[src/rtl/washing_machine_ctrl_pkg.sv]
// Purpose : shared state encoding for the washing machine cycle sequencer.
// Latency : n/a (types and constants only).
// Backpressure: n/a.
package washing_machine_ctrl_pkg;

    localparam int STATE_W = 3;

    // Explicit encoding so the front-end and debug tooling can decode the
    // state bus. Encoding 3'b111 is unused and recovers to IDLE.
    typedef enum logic [STATE_W-1:0] {
        IDLE    = 3'd0,
        FILL    = 3'd1,
        ADD_DET = 3'd2,
        WASH    = 3'd3,
        DRAIN   = 3'd4,
        SPIN    = 3'd5,
        DONE    = 3'd6
    } state_t;

endpackage

[src/rtl/washing_machine_ctrl.sv]
// Purpose : Moore FSM sequencing one wash cycle (door, soap fill, detergent,
//           wash, drain, rinse fill, rinse wash, drain, spin, done).
// Latency : one clk per transition; actuator outputs decode from state only.
// Backpressure: none; sensor/timer flags are level inputs sampled per state.
//
// Ports:
//   clk, reset (async active-low)
//   close_door, start, fill, detergent, timeout, drained, spin_timeout : status
//   door_lock, motor_on, fill_on, drain_on, done : actuator / phase outputs
//   soapWash, waterWash : registered phase flags
module washing_machine_ctrl
    import washing_machine_ctrl_pkg::*;
(
    input  logic clk,
    input  logic reset,
    input  logic close_door,
    input  logic start,
    input  logic fill,
    input  logic detergent,
    input  logic timeout,
    input  logic drained,
    input  logic spin_timeout,
    output logic door_lock,
    output logic motor_on,
    output logic fill_on,
    output logic drain_on,
    output logic done,
    output logic soapWash,
    output logic waterWash
);

    state_t state;
    state_t state_nxt;
    logic   soap_nxt;
    logic   water_nxt;

    // Next-state and flag update. The same FILL and DRAIN states serve both
    // the soap pass and the rinse pass; the flags select which branch is taken.
    always_comb begin
        state_nxt = state;
        soap_nxt  = soapWash;
        water_nxt = waterWash;
        case (state)
            IDLE: begin
                if (start && close_door) begin
                    state_nxt = FILL;
                end
            end
            FILL: begin
                if (fill) begin
                    if (!soapWash) begin
                        state_nxt = ADD_DET;
                        soap_nxt  = 1'b1;
                    end else begin
                        state_nxt = WASH;
                        water_nxt = 1'b1;
                    end
                end
            end
            ADD_DET: begin
                if (detergent) begin
                    state_nxt = WASH;
                end
            end
            WASH: begin
                if (timeout) begin
                    state_nxt = DRAIN;
                end
            end
            DRAIN: begin
                if (drained) begin
                    state_nxt = waterWash ? SPIN : FILL;
                end
            end
            SPIN: begin
                if (spin_timeout) begin
                    state_nxt = DONE;
                end
            end
            DONE: begin
                state_nxt = IDLE;
                soap_nxt  = 1'b0;
                water_nxt = 1'b0;
            end
            default: begin
                // Unused encoding: return to a clean IDLE.
                state_nxt = IDLE;
                soap_nxt  = 1'b0;
                water_nxt = 1'b0;
            end
        endcase
    end

    always_ff @(posedge clk or negedge reset) begin
        if (!reset) begin
            state     <= IDLE;
            soapWash  <= 1'b0;
            waterWash <= 1'b0;
        end else begin
            state     <= state_nxt;
            soapWash  <= soap_nxt;
            waterWash <= water_nxt;
        end
    end

    // Output decode from the state register only: no input-to-output paths.
    always_comb begin
        door_lock = 1'b0;
        motor_on  = 1'b0;
        fill_on   = 1'b0;
        drain_on  = 1'b0;
        done      = 1'b0;
        case (state)
            FILL: begin
                door_lock = 1'b1;
                fill_on   = 1'b1;
            end
            ADD_DET: begin
                door_lock = 1'b1;
            end
            WASH: begin
                door_lock = 1'b1;
                motor_on  = 1'b1;
            end
            DRAIN: begin
                door_lock = 1'b1;
                drain_on  = 1'b1;
            end
            SPIN: begin
                door_lock = 1'b1;
                motor_on  = 1'b1;
                drain_on  = 1'b1;
            end
            DONE: begin
                // Door released on the completion pulse so it can be opened.
                done = 1'b1;
            end
            default: begin
            end
        endcase
    end

endmodule

[config.mk]
export PLATFORM = sky130hd
export DESIGN_NAME = washing_machine_ctrl
export DESIGN_NICKNAME = d
export VERILOG_FILES = /design/src/rtl/washing_machine_ctrl_pkg.sv /design/src/rtl/washing_machine_ctrl.sv
export SDC_FILE = /design/constraint.sdc
export NUM_CORES = 1
export LEC_CHECK = 0
export ABC_AREA = 1
export CAP_MARGIN = 10
export CORE_AREA = 2 2 39 41
export CTS_BUF_LIST = sky130_fd_sc_hd__clkbuf_2
export DETAILED_ROUTE_END_ITERATION = 16
export DIE_AREA = 0 0 41 43
export GPL_ROUTABILITY_DRIVEN = 0
export GPL_TIMING_DRIVEN = 1
export PLACE_DENSITY = 0.6
export SKIP_CTS_REPAIR_TIMING = 1
export SLEW_MARGIN = 20
export SYNTH_ARGS = -nofsm -noshare
export SYNTH_HDL_FRONTEND = slang
export SYNTH_SLANG_ARGS = --single-unit
export TNS_END_PERCENT = 50
[constraint.sdc]
create_clock -name clk -period 1.77 [get_ports clk]
set_clock_uncertainty 0.15 [all_clocks]
set_input_delay 0.354 -clock clk [delete_from_list [all_inputs] [get_ports clk]]
set_output_delay 0.354 -clock clk [all_outputs]
set_load 0.01 [all_outputs]
# After elaboration in Yosys (flattened, before gate mapping)
# Cells that the tools add are included.
[totals]
in_bits = 9
regBits = 5
elab_cells = 45
output_inout_bits = 7
[op_classes]
n_eq_ne = 13
bitwise = 1
n_mux = 19
reduce_logical = 9
[ops]
columns = ["op", "n"]
rows = [
  ["two-way mux 3 bit", 7],
  ["case mux 3 bit (6 select lines)", 1],
  ["!= test 2 bit (second input constant)", 7],
  ["OR reduction 5 bit", 2],
  ["equality test 3 bit (second input constant)", 3],
  ["two-way mux 1 bit", 9],
  ["equality test 3 x 2 -> 1 bit (second input constant)", 2],
  ["AND reduction 6 bit", 1],
  ["case mux 1 bit (2 select lines)", 2],
  ["OR reduction 2 bit", 2],
  ["equality test 3 x 1 -> 1 bit (second input constant)", 1],
  ["logical NOT 3 bit", 1],
  ["AND reduction 3 bit", 1],
  ["AND reduction 2 bit", 1],
  ["logical AND 1 bit", 1],
  ["inverter 1 bit", 1],
]

# Longest topological paths before layout
[logic_depth]
ltp_word = 4
ltp_mapped = 10
depth_no_buf = 9

# Least setup slack after synthesis
# No wires, ideal clock.
[synth_path]
kind = "reg2out"
start = "register state[2]"
end = "output port door_lock"
required_ps = 1266
slack_ps = 437
arrival_ps = 829
path_buffers = 1
stages_incl_launch_ff = 5
cell_sequence = "dfrtp_1 -> buf_4 -> nand2_1 -> inv_1 -> a21oi_1"
[synth_via]
elab_chain_cells = 3
word_cells_on_any_way = 7
cone_classes = "eq/ne: 5; mux: 1; reduce/logical: 1"
[synth_rtl]
columns = ["element", "line_no", "source"]
rows = [
  ["start, declared", "washing_machine_ctrl.sv:32", "state_t state;"],
  ["start signal, assigned", "washing_machine_ctrl.sv:100", "state <= state_nxt;"],
  ["equality test 3 bit, or another cell as far along", "washing_machine_ctrl.sv:113", "case (state)"],
  ["OR reduction 5 bit (no line) (*)", "n/a", ""],
  ["two-way mux 1 bit (*)", "washing_machine_ctrl.sv:113", ""],
  ["end, declared", "washing_machine_ctrl.sv:23", "output logic door_lock,"],
]
# Mark *: on every way between the ends. The rest lies on a longest branch, timed or not.

# Worst setup path in the final report
[layout_path]
start = "register soapWash"
end = "output port soapWash"
[layout_lines]
columns = ["element", "line_no", "source"]
rows = [
  ["start, declared", "washing_machine_ctrl.sv:28", "output logic soapWash,"],
  ["start signal, assigned", "washing_machine_ctrl.sv:101", "soapWash <= soap_nxt;"],
]
# No word-level cell between the ends.

==> flow_summary.json <==
{
  "drv_slew": 0,
  "worstSkewPairLatency_ps": 230,
  "r2r.worst_path.cells": 9,
  "grt_pass1_vias": 437,
  "crit_buf_inv": 1,
  "slowest_delay_ps": 550,
  "drt_iter0_markers": 6,
  "irDropWorstVdd_mv": 0.807,
  "routed_wl_um": 944,
  "synth_nets": 72,
  "synthToLayoutAreaGrowth_pct": 71.0,
  "grt_max_degree": 7,
  "coreArea_um2": 1380,
  "via_per_inst": 4.35,
  "arrival_ps": 1170,
  "slew_headroom_pct": 81.9,
  "numCtsBuffers": 3,
  "final_common_cell": "nand2_1",
  "final_cells": 107,
  "period_share_pct": 94.6,
  "max_cap_viol_count": 0,
  "finish.utilization_pct": 47.5,
  "yosys_warnings": 0,
  "holdCritPathClass": "input port to asynchronous set/reset pin",
  "critical_path_class": "register to output port",
  "drive_above_1_share_pct": 24.2,
  "vias": 465,
  "synthCells": 63,
  "endpoint_kind": "output port",
  "ant_nets": 0,
  "port_buffers": 15,
  "finalSetupViolations": 0,
  "cts_sinks": 5,
  "cp_max_fo": 4,
  "status": "complete, no violations",
  "path_depth": 1,
  "grt_pass1_wl_um": 1730,
  "required_ps": 1270,
  "path_clk_slew_ps": 70,
  "dieHeight_um": 43,
  "timing.final.hold_violations": 0,
  "grt_use_total_pct": 14.3,
  "numPlacedInstances": 103,
  "rsz0062_at_grt": "false",
  "drc_errors": 0,
  "cp_cell_sequence": "clkdlybuf4s50_1",
  "final_cell_mix": "nand2_1, inv_1, buf_4",
  "first_pass_iters": 6,
  "final_nets": 101,
  "syn_avg_cell_area_um2": 6.10,
  "dp_hpwl_um": 760,
  "fmax_mhz": 597,
  "ys_ff_latch": 5,
  "power_mw": 1.10,
  "detail_route.wl_per_cell_um": 8.82,
  "antenna_found_initial": 0,
  "dieArea_um2": 1760,
  "tightest_slew_ps": 269,
  "worstSetupStartpointType": "register",
  "cts-root-buf": "clkbuf_2",
  "diodes": 0,
  "pin_count": 16,
  "cts_tree": "done",
  "rows": 14,
  "yosys.cell_types.count": 15,
  "layout_min_cycle_time_ps": 1670,
  "ys_seq_area_share_pct": 32.6,
  "cp_top_family": "buffers and inverters",
  "slowest_stage": "clkdlybuf4s50_1",
  "clock_path_buffers": 2,
  "initial_utilization_pct": 27.8,
  "grt_remaining_overflow": 0,
  "power.leakage_nw": 0.420,
  "syn-cell-area_um2": 384,
  "power_density_nw_per_um2": 1680,
  "h-tree-depth": 1,
  "die_x_um": 41
}
-- where the power goes --
part / internal [mW] / switching, mW / total [mW]
clock: 0.0511 / 0.0561 / 0.107
sequential: 0.175 / 0.0668 / 0.242
combinational: 0.397 / 0.359 / 0.755
-- final cells by class --
class,count,area [µm²]
inverters,12,45.0
flip-flops and latches,5,126
clock buffers,3,15.0
fillers,151,727
clock inverters,1,5.00
multi-input cells,44,200
repair buffers,26,245
well taps,16,20.0
-- per-stage QoR --
step / worst slack [ps] / instance area, µm² / setup TNS (ps) / hold slack (ps)
CTS: -272 / 638 / -1150 / 187
floorplan: 437 / 384 / 0 / -91.6
finish: 95.7 / 657 / 0 / 186
global route: 40.1 / 657 / 0 / 192
global placement: -4.76 / 618 / -4.76 / 359
detailed placement: -11.5 / 618 / -13.7 / 361
-- metal layers --
| metal | vias to the layer above | wire, µm | track usage [%] |
|---|---|---|---|
| met2 | 17 | 429 | 20.0 |
| met4 | 0 | 0 | 4.00 |
| met1 | 202 | 450 | 19.5 |
| met5 | - | 0 | 0 |
| li1 | 246 | - | - |
| met3 | 0 | 64 | 6.28 |
-- flip-flops by register name, indices dropped and copies added, names as in the netlist --
| name | flops |
|---|---|
| soapWash | 1 |
| waterWash | 1 |
| state | 3 |
-- logic make-up after synthesis --
| kind of cell | after synthesis | share of synthesized area, % |
|---|---|---|
| AND/OR/NAND/NOR | 41 | 46.9 |
| flip-flops | 5 | 32.6 |
| buffers and inverters | 14 | 16.6 |
| AO/OA/AOI/OAI | 3 | 3.91 |
-- cell usage after synthesis (all sizes together) --
library cell	count	area, µm²
and2	1	6.26
nor2	9	38.8
buf	2	18.8
inv	12	45.0
dfrtp	5	125
o21ai	1	5.00
a21oi	2	10.0
nand2	19	73.8
nand3	10	50.1
nand4	1	6.26
nor3	1	5.00
-- path summary, 6_finish.rpt --
check	start	to	slack (ps)
worst max register to register	state[0]	state[2]	290
worst min register to register	state[0]	state[0]	380
worst min-delay path	reset	waterWash	190
worst max-delay path	soapWash	soapWash	100
max in group asynchronous	reset	state[1]	1080
min in group clk	state[0]	state[0]	380
Power figures use the tool's default switching activity.
